## config.mk

```make
export PLATFORM = sky130hd
export DESIGN_NAME = bullet_pool
export DESIGN_NICKNAME = d
export VERILOG_FILES = /design/src/rtl/bullet_pool.sv
export SDC_FILE = /design/constraint.sdc
export NUM_CORES = 1
export LEC_CHECK = 0
export CAP_MARGIN = 20
export CORE_ASPECT_RATIO = 1.25
export CORE_MARGIN = 2
export CORE_UTILIZATION = 40
export DETAILED_ROUTE_END_ITERATION = 7
export PLACE_DENSITY_LB_ADDON = 0.2
export SLEW_MARGIN = 20
export SYNTH_ARGS = -nofsm -noshare
export SYNTH_HDL_FRONTEND = slang
export SYNTH_SLANG_ARGS = --single-unit
```

## constraint.sdc

```tcl
create_clock -name Clk -period 6.6 [get_ports Clk]
set_clock_uncertainty 0.15 [all_clocks]
set_input_delay 1.32 -clock Clk [delete_from_list [all_inputs] [get_ports Clk]]
set_output_delay 1.32 -clock Clk [all_outputs]
set_load 0.005 [all_outputs]
```

## src/rtl/bullet_pool.sv

```systemverilog
// Multi-slot projectile engine: spawns, moves, retires and hit-clears doodle bullets
// and reports whether the current pixel lies on an active bullet.
module bullet_pool #(
  parameter int unsigned NUM_BULLETS = 4,
  parameter int unsigned BULLET_SIZE = 2,
  parameter int unsigned SPEED_X     = 4,
  parameter int unsigned SPEED_Y     = 11,
  parameter int unsigned COOLDOWN    = 3,
  parameter int unsigned X_MIN       = 160,
  parameter int unsigned X_MAX       = 479,
  parameter int unsigned Y_LIMIT     = 600
) (
  input  logic                      Clk,
  input  logic                      Reset,
  input  logic                      frame_clk,
  input  logic                      shoot,
  input  logic [2:0]                direction,
  input  logic [NUM_BULLETS-1:0]    hit,
  input  logic [9:0]                DrawX,
  input  logic [9:0]                DrawY,
  input  logic [9:0]                Ball_X,
  input  logic [9:0]                Ball_Y,
  input  logic [9:0]                Ball_Size,
  output logic [10*NUM_BULLETS-1:0] bullet_x,
  output logic [10*NUM_BULLETS-1:0] bullet_y,
  output logic [NUM_BULLETS-1:0]    active,
  output logic                      is_bullet,
  output logic [2:0]                bullet_idx,
  output logic                      shot_fired,
  output logic                      shot_dropped
);

  localparam int unsigned CW       = (COOLDOWN > 0) ? $clog2(COOLDOWN + 1) : 1;
  localparam logic [CW-1:0] CD_LOAD = CW'(COOLDOWN);
  localparam logic [9:0] SPD_X     = 10'(SPEED_X);
  localparam logic [9:0] SPD_Y     = 10'(SPEED_Y);
  localparam logic [9:0] VX_LEFT   = ~SPD_X + 10'd1;
  localparam logic [9:0] VY_UP     = ~SPD_Y + 10'd1;
  localparam logic [9:0] XMIN      = 10'(X_MIN);
  localparam logic [9:0] XMAX      = 10'(X_MAX);
  localparam logic [9:0] YLIM      = 10'(Y_LIMIT);
  localparam logic [9:0] Y_HIT     = 10'(Y_LIMIT + 1);
  localparam logic [9:0] BSIZE     = 10'(BULLET_SIZE);

  logic [9:0] pos_x [NUM_BULLETS];
  logic [9:0] pos_y [NUM_BULLETS];
  logic [9:0] vel_x [NUM_BULLETS];
  logic [9:0] vel_y [NUM_BULLETS];

  logic [CW-1:0]          cd;
  logic                   frame_q, frame_tick;
  logic                   shoot_q, shoot_edge;
  logic [NUM_BULLETS-1:0] free_slots;
  logic [NUM_BULLETS-1:0] spawn_oh;
  logic                   have_free;
  logic                   spawn_ok;
  logic [NUM_BULLETS-1:0] retire;
  logic [9:0]             spawn_vx;

  function automatic logic [9:0] abs_diff(input logic [9:0] a, input logic [9:0] b);
    return (a >= b) ? (a - b) : (b - a);
  endfunction

  // Rising-edge detection of the frame clock and shoot request
  always_ff @(posedge Clk) begin
    if (Reset) begin
      frame_q    <= 1'b0;
      frame_tick <= 1'b0;
      shoot_q    <= 1'b0;
      shoot_edge <= 1'b0;
    end else begin
      frame_q    <= frame_clk;
      frame_tick <= frame_clk & ~frame_q;
      shoot_q    <= shoot;
      shoot_edge <= shoot & ~shoot_q;
    end
  end

  // Lowest free slot; slots being hit this cycle are not offered
  always_comb begin
    free_slots = ~active & ~hit;
    spawn_oh   = '0;
    have_free  = 1'b0;
    for (int i = 0; i < int'(NUM_BULLETS); i++) begin
      if (free_slots[i] && !have_free) begin
        spawn_oh[i] = 1'b1;
        have_free   = 1'b1;
      end
    end
    spawn_ok = shoot_edge && (cd == '0) && have_free;
  end

  // Horizontal spawn velocity from the facing direction
  always_comb begin
    case (direction)
      3'd1:    spawn_vx = VX_LEFT;
      3'd3:    spawn_vx = SPD_X;
      default: spawn_vx = 10'd0;
    endcase
  end

  // Out-of-field detection on the registered position
  always_comb begin
    retire = '0;
    for (int i = 0; i < int'(NUM_BULLETS); i++) begin
      retire[i] = active[i] && ((pos_y[i] > YLIM) || (pos_x[i] < XMIN) || (pos_x[i] > XMAX));
    end
  end

  // Fire cooldown counter and spawn result pulses
  always_ff @(posedge Clk) begin
    if (Reset) begin
      cd           <= '0;
      shot_fired   <= 1'b0;
      shot_dropped <= 1'b0;
    end else begin
      shot_fired   <= spawn_ok;
      shot_dropped <= shoot_edge && !spawn_ok;
      if (spawn_ok)
        cd <= CD_LOAD;
      else if (frame_tick && (cd != '0))
        cd <= cd - CW'(1);
    end
  end

  // Per-slot state: hit beats spawn beats retire beats move
  always_ff @(posedge Clk) begin
    if (Reset) begin
      active <= '0;
      for (int i = 0; i < int'(NUM_BULLETS); i++) begin
        pos_x[i] <= 10'd0;
        pos_y[i] <= 10'd0;
        vel_x[i] <= 10'd0;
        vel_y[i] <= 10'd0;
      end
    end else begin
      for (int i = 0; i < int'(NUM_BULLETS); i++) begin
        if (hit[i]) begin
          active[i] <= 1'b0;
          pos_y[i]  <= Y_HIT;
        end else if (spawn_ok && spawn_oh[i]) begin
          active[i] <= 1'b1;
          pos_x[i]  <= Ball_X;
          pos_y[i]  <= Ball_Y - Ball_Size;
          vel_x[i]  <= spawn_vx;
          vel_y[i]  <= VY_UP;
        end else if (retire[i]) begin
          active[i] <= 1'b0;
        end else if (active[i] && frame_tick) begin
          pos_x[i] <= pos_x[i] + vel_x[i];
          pos_y[i] <= pos_y[i] + vel_y[i];
        end
      end
    end
  end

  // Flatten slot positions onto the output buses
  always_comb begin
    bullet_x = '0;
    bullet_y = '0;
    for (int i = 0; i < int'(NUM_BULLETS); i++) begin
      bullet_x[10*i +: 10] = pos_x[i];
      bullet_y[10*i +: 10] = pos_y[i];
    end
  end

  // Pixel coverage; scanned high to low so the lowest covering slot wins
  always_comb begin
    is_bullet  = 1'b0;
    bullet_idx = 3'd0;
    for (int i = int'(NUM_BULLETS) - 1; i >= 0; i--) begin
      if (active[i] && (abs_diff(DrawX, pos_x[i]) <= BSIZE) &&
          (abs_diff(DrawY, pos_y[i]) <= BSIZE)) begin
        is_bullet  = 1'b1;
        bullet_idx = 3'(i);
      end
    end
  end

endmodule

```

==> impl_metrics.env, run 1 <==
export IMPL_post_route_period_util_pct=97.3
export IMPL_final_layout_size_suffix_gt1_share_pct=14.6
export IMPL_crit_path_end_kind="output port"
export IMPL_drcViolationCount=0
export IMPL_fin_total_pwr_mw=2.64
export IMPL_required_ns=5.13
export IMPL_synth_cells=1761
export IMPL_fin_area_mm2=0.0185
export IMPL_port_buffer_count=149
export IMPL_area_delta_synth_final_pct=26.8
export IMPL_worst_pin_slew_ns=1.14
export IMPL_slew_headroom_pct=23.5
export IMPL_vias=14700
export IMPL_synth_main_ff_cell="edfxtp_1"
export IMPL_syn_nets=2065
export IMPL_cts_buffers=9
export IMPL_comb_power_share_pct=50.0
export IMPL_die_h_um=217
export IMPL_p_leak_nw=8.28
export IMPL_synthArstFlopShare_pct=0
export IMPL_grt_pass1_wl_um=79400
export IMPL_cts_clk_slew_worst_paths_ns=0.07
export IMPL_cts_max_level=3
export IMPL_die_w_um=175
export IMPL_min_from="frame_q"
export IMPL_reg2reg_from="pos_y[3][1]"
export IMPL_peakVddDrop_uv=126
export IMPL_swShare_pct=38.9
export IMPL_ys_ff_latch=104
export IMPL_max_freq_mhz=156
export IMPL_gp_congestion=1.00
export IMPL_start_util_pct=40.3
export IMPL_critPathLaunchType="primary input"
export IMPL_p_clk_share_pct=19.2
export IMPL_min_period_ns=6.42
export IMPL_holdBufCountCts=0
export IMPL_root_buffer="clkbuf_16"
export IMPL_grt_overflow_total=0
export IMPL_hold_path_class="reg -> reg"
export IMPL_outcome="finished, final reports clean"
export IMPL_dr_pass1_iters=5
export IMPL_grt_max_degree=34
export IMPL_hold_viol=0
export IMPL_arrival_ns=4.95
export IMPL_critical_path_class="in -> out"
export IMPL_final_core_util_pct=51.1
export IMPL_slew_violations=0
export IMPL_powerDensity_mw_per_mm2=143
export IMPL_p_int_mw=1.61
export IMPL_place_area_mm2=0.0179
export IMPL_setup_viol=0
export IMPL_whs_path_depth=1
export IMPL_synth_cell_types=87
export IMPL_final_antenna_net_count=0
export IMPL_ys_seq_area_share_pct=20.4
export IMPL_coreArea_mm2=0.0361
export IMPL_die_area_mm2=0.0379
export IMPL_critPathMaxFanout=4
export IMPL_whs_ns=0.241
export IMPL_clkSinkCount=104
export IMPL_whs_endpoint="frame_tick"
export IMPL_grt_pass1_vias=14200
export IMPL_wirelength_um=52700
export IMPL_netlist_area_mm2=0.0146
export IMPL_io_pins=151
export IMPL_synth_edf_count=89
export IMPL_r2r_end="pos_y[3][4]"
export IMPL_num_antenna_cells=0
export IMPL_cts_buffer_depth=2
export IMPL_reg2reg_depth=8
export IMPL_dp_hpwl_um=42500
export IMPL_cts_tree="built"
export IMPL_yosysWarnings=0
export IMPL_final_nets=2370
export IMPL_r2r_setup_slack_ns=2.57
export IMPL_drt_iter0_drc=1040
export IMPL_routedWlPerCell_um=20.7
export IMPL_row_count=78
export IMPL_grt_usage_pct=26.9
export IMPL_tns_ns=0
export IMPL_avgViaCountPerCell=5.78
export IMPL_syn_avg_cell_area_um2=8.27
export IMPL_max_cap_violations=0
export IMPL_power_frac_seq_pct=30.8
export IMPL_antenna_found_initial=1
export IMPL_power_net_switching_mw=1.03
export IMPL_worstSkewPairLatency_ns=0.36
==> power by group through the flow <==
stage	clock, mW	combinational [mW]	sequential (mW)
floorplan	0	0.763	0.801
global placement	0	1.25	0.828
detailed placement	0	1.26	0.828
CTS	0.512	1.28	0.814
global route	0.531	1.43	0.818
finish	0.505	1.32	0.813
==> layout by cell type (no fill, tap or decap), types with 7 or more instances in the layout <==
cell             instances
a211oi_1                28
o22ai_1                 15
a31oi_1                 17
clkdlybuf4s50_1        144
inv_1                  173
or2_2                   12
a22o_1                  25
a221o_1                  8
xor2_1                  39
ha_1                   217
mux2i_1                 21
nor2b_1                 34
xnor2_1                 69
o211ai_1                17
or3_1                    7
o2111ai_1                7
a21oi_1                145
dfxtp_1                 15
o21a_1                  25
a21boi_0                 8
a311oi_1                 9
a221oi_1                 7
edfxtp_1                89
nand4_1                 19
buf_4                  206
clkbuf_16                9
o221ai_1                 9
nand2_1                 95
a21o_1                  64
and3_1                  13
nor3_1                  31
o21bai_1                17
inv_2                    7
fa_1                    19
o21ai_0                119
nor2_1                 113
nand3_1                 19
a211o_1                  8
a31o_2                   8
nand2b_1                36
==> metrics by stage <==
| stage | setup slack [ns] | instances |
|---|---|---|
| 6_report | 0.179 | 2551 |
| 5_1_grt | -0.0174 | 2551 |
| 4_1_cts | 0.103 | 2548 |
| 3_5_place_dp | -0.277 | 2531 |
| 3_3_place_gp | -0.312 | 2531 |
| 2_1_floorplan | 1.06 | 1761 |
==> cell type report <==
cell class                 instances  area, um^2
clock inverter                     4        21.3
fill                            3465       17600
inverter                         181         683
multi-input combinational       1413       10900
timing repair buffer             357        3070
clock buffer                      12         236
sequential                       104        2970
tap                              480         601
==> registers in the layout, indices dropped and copies added, names as in the netlist, 2 cells and up <==
name,cells
vel_y,4
pos_y,40
active,4
cd,2
vel_x,8
pos_x,40
==> cell usage after synthesis, types with 19 or more instances <==
cell type  instances  area (um^2)
mux2i_1           22          220
a21oi_1          149          746
a211oi_1          30          225
nand2b_1          36          225
xor2_1            39          342
fa_1              21          420
a22o_1            25          219
ha_1             222         2780
a31oi_1           19          119
nor3_1            31          155
inv_1            180          676
edfxtp_1          89         2670
nand4_1           19          119
clkbuf_1          51          191
nand2_1           95          357
a21o_1            64          480
o21ai_0          119          596
nor2b_1           35          219
o21a_1            25          188
nor2_1           115          432
xnor2_1           69          604
nand3_1           20          100
==> cell families (layout without fill, tap and decap cells) <==
kind of cell	Yosys count	count (layout)	share of synthesized area, %
muxes	28	28	1.98
AOI/OAI and AO/OA	605	605	27.6
DFF	104	104	20.4
xor gates and xnor gates	108	108	6.50
other	1	1	0.0258
buffers and inverters	244	554	6.54
and+or+nand+nor	428	428	14.9
adders and majority gates	243	243	22.0
==> how the worst max path moves through the flow <==
stage / from / end / slack, ns / depth (start not counted)
final: DrawX[7] / bullet_idx[1] / 0.18 / 16
after CTS: DrawY[0] / bullet_idx[1] / 0.10 / 16
after global placement: DrawY[4] / bullet_idx[1] / -0.31 / 14
after global routing: DrawX[7] / bullet_idx[1] / -0.02 / 15
after floorplan: DrawX[0] / bullet_idx[1] / 1.06 / 13
after detailed placement: DrawX[1] / bullet_idx[1] / -0.28 / 14
==> per-layer routing <==
metal | wire length (um) | vias to the layer above | share of wire [%] | GRT usage (%)
li1 | - | 7026 | - | -
met5 | 13 | - | 0.025 | 0
met4 | 3030 | 2 | 5.8 | 14.6
met1 | 22100 | 7050 | 42 | 33.7
met3 | 2590 | 115 | 4.9 | 2.38
met2 | 24900 | 547 | 47 | 45.8
==> worst max-delay path, stage by stage <==
cell             delay, ns
clkdlybuf4s50_1       0.51
inv_1                 0.20
buf_4                 0.19
ha_1                  0.32
a21oi_1               0.18
o21a_1                0.23
a21oi_1               0.12
buf_4                 0.15
or3_1                 0.32
a211oi_2              0.23
o21ai_1               0.13
a2111oi_4             0.35
buf_4                 0.19
a41oi_2               0.04
a21boi_2              0.19
dlygate4sd2_1         0.27
==> timing repair <==
action                                  CTS  global route
setup buffers                             1             3
pin swaps                                 5             4
gates resized for setup                  32            22
endpoints found under the setup margin    3             3
No activity file was read; power rests on OpenSTA's default activity.
==> run 2, diff against run 1 <==
--- a/config.mk
+++ b/config.mk
@@ -5,7 +5,7 @@
 export SDC_FILE = /design/constraint.sdc
 export NUM_CORES = 1
 export LEC_CHECK = 0
-export CAP_MARGIN = 20
+export CAP_MARGIN = 10
 export CORE_ASPECT_RATIO = 1.25
 export CORE_MARGIN = 2
 export CORE_UTILIZATION = 40
==> results of run 2 <==
The final DEF is identical to that of run 1; final timing and power are the same.
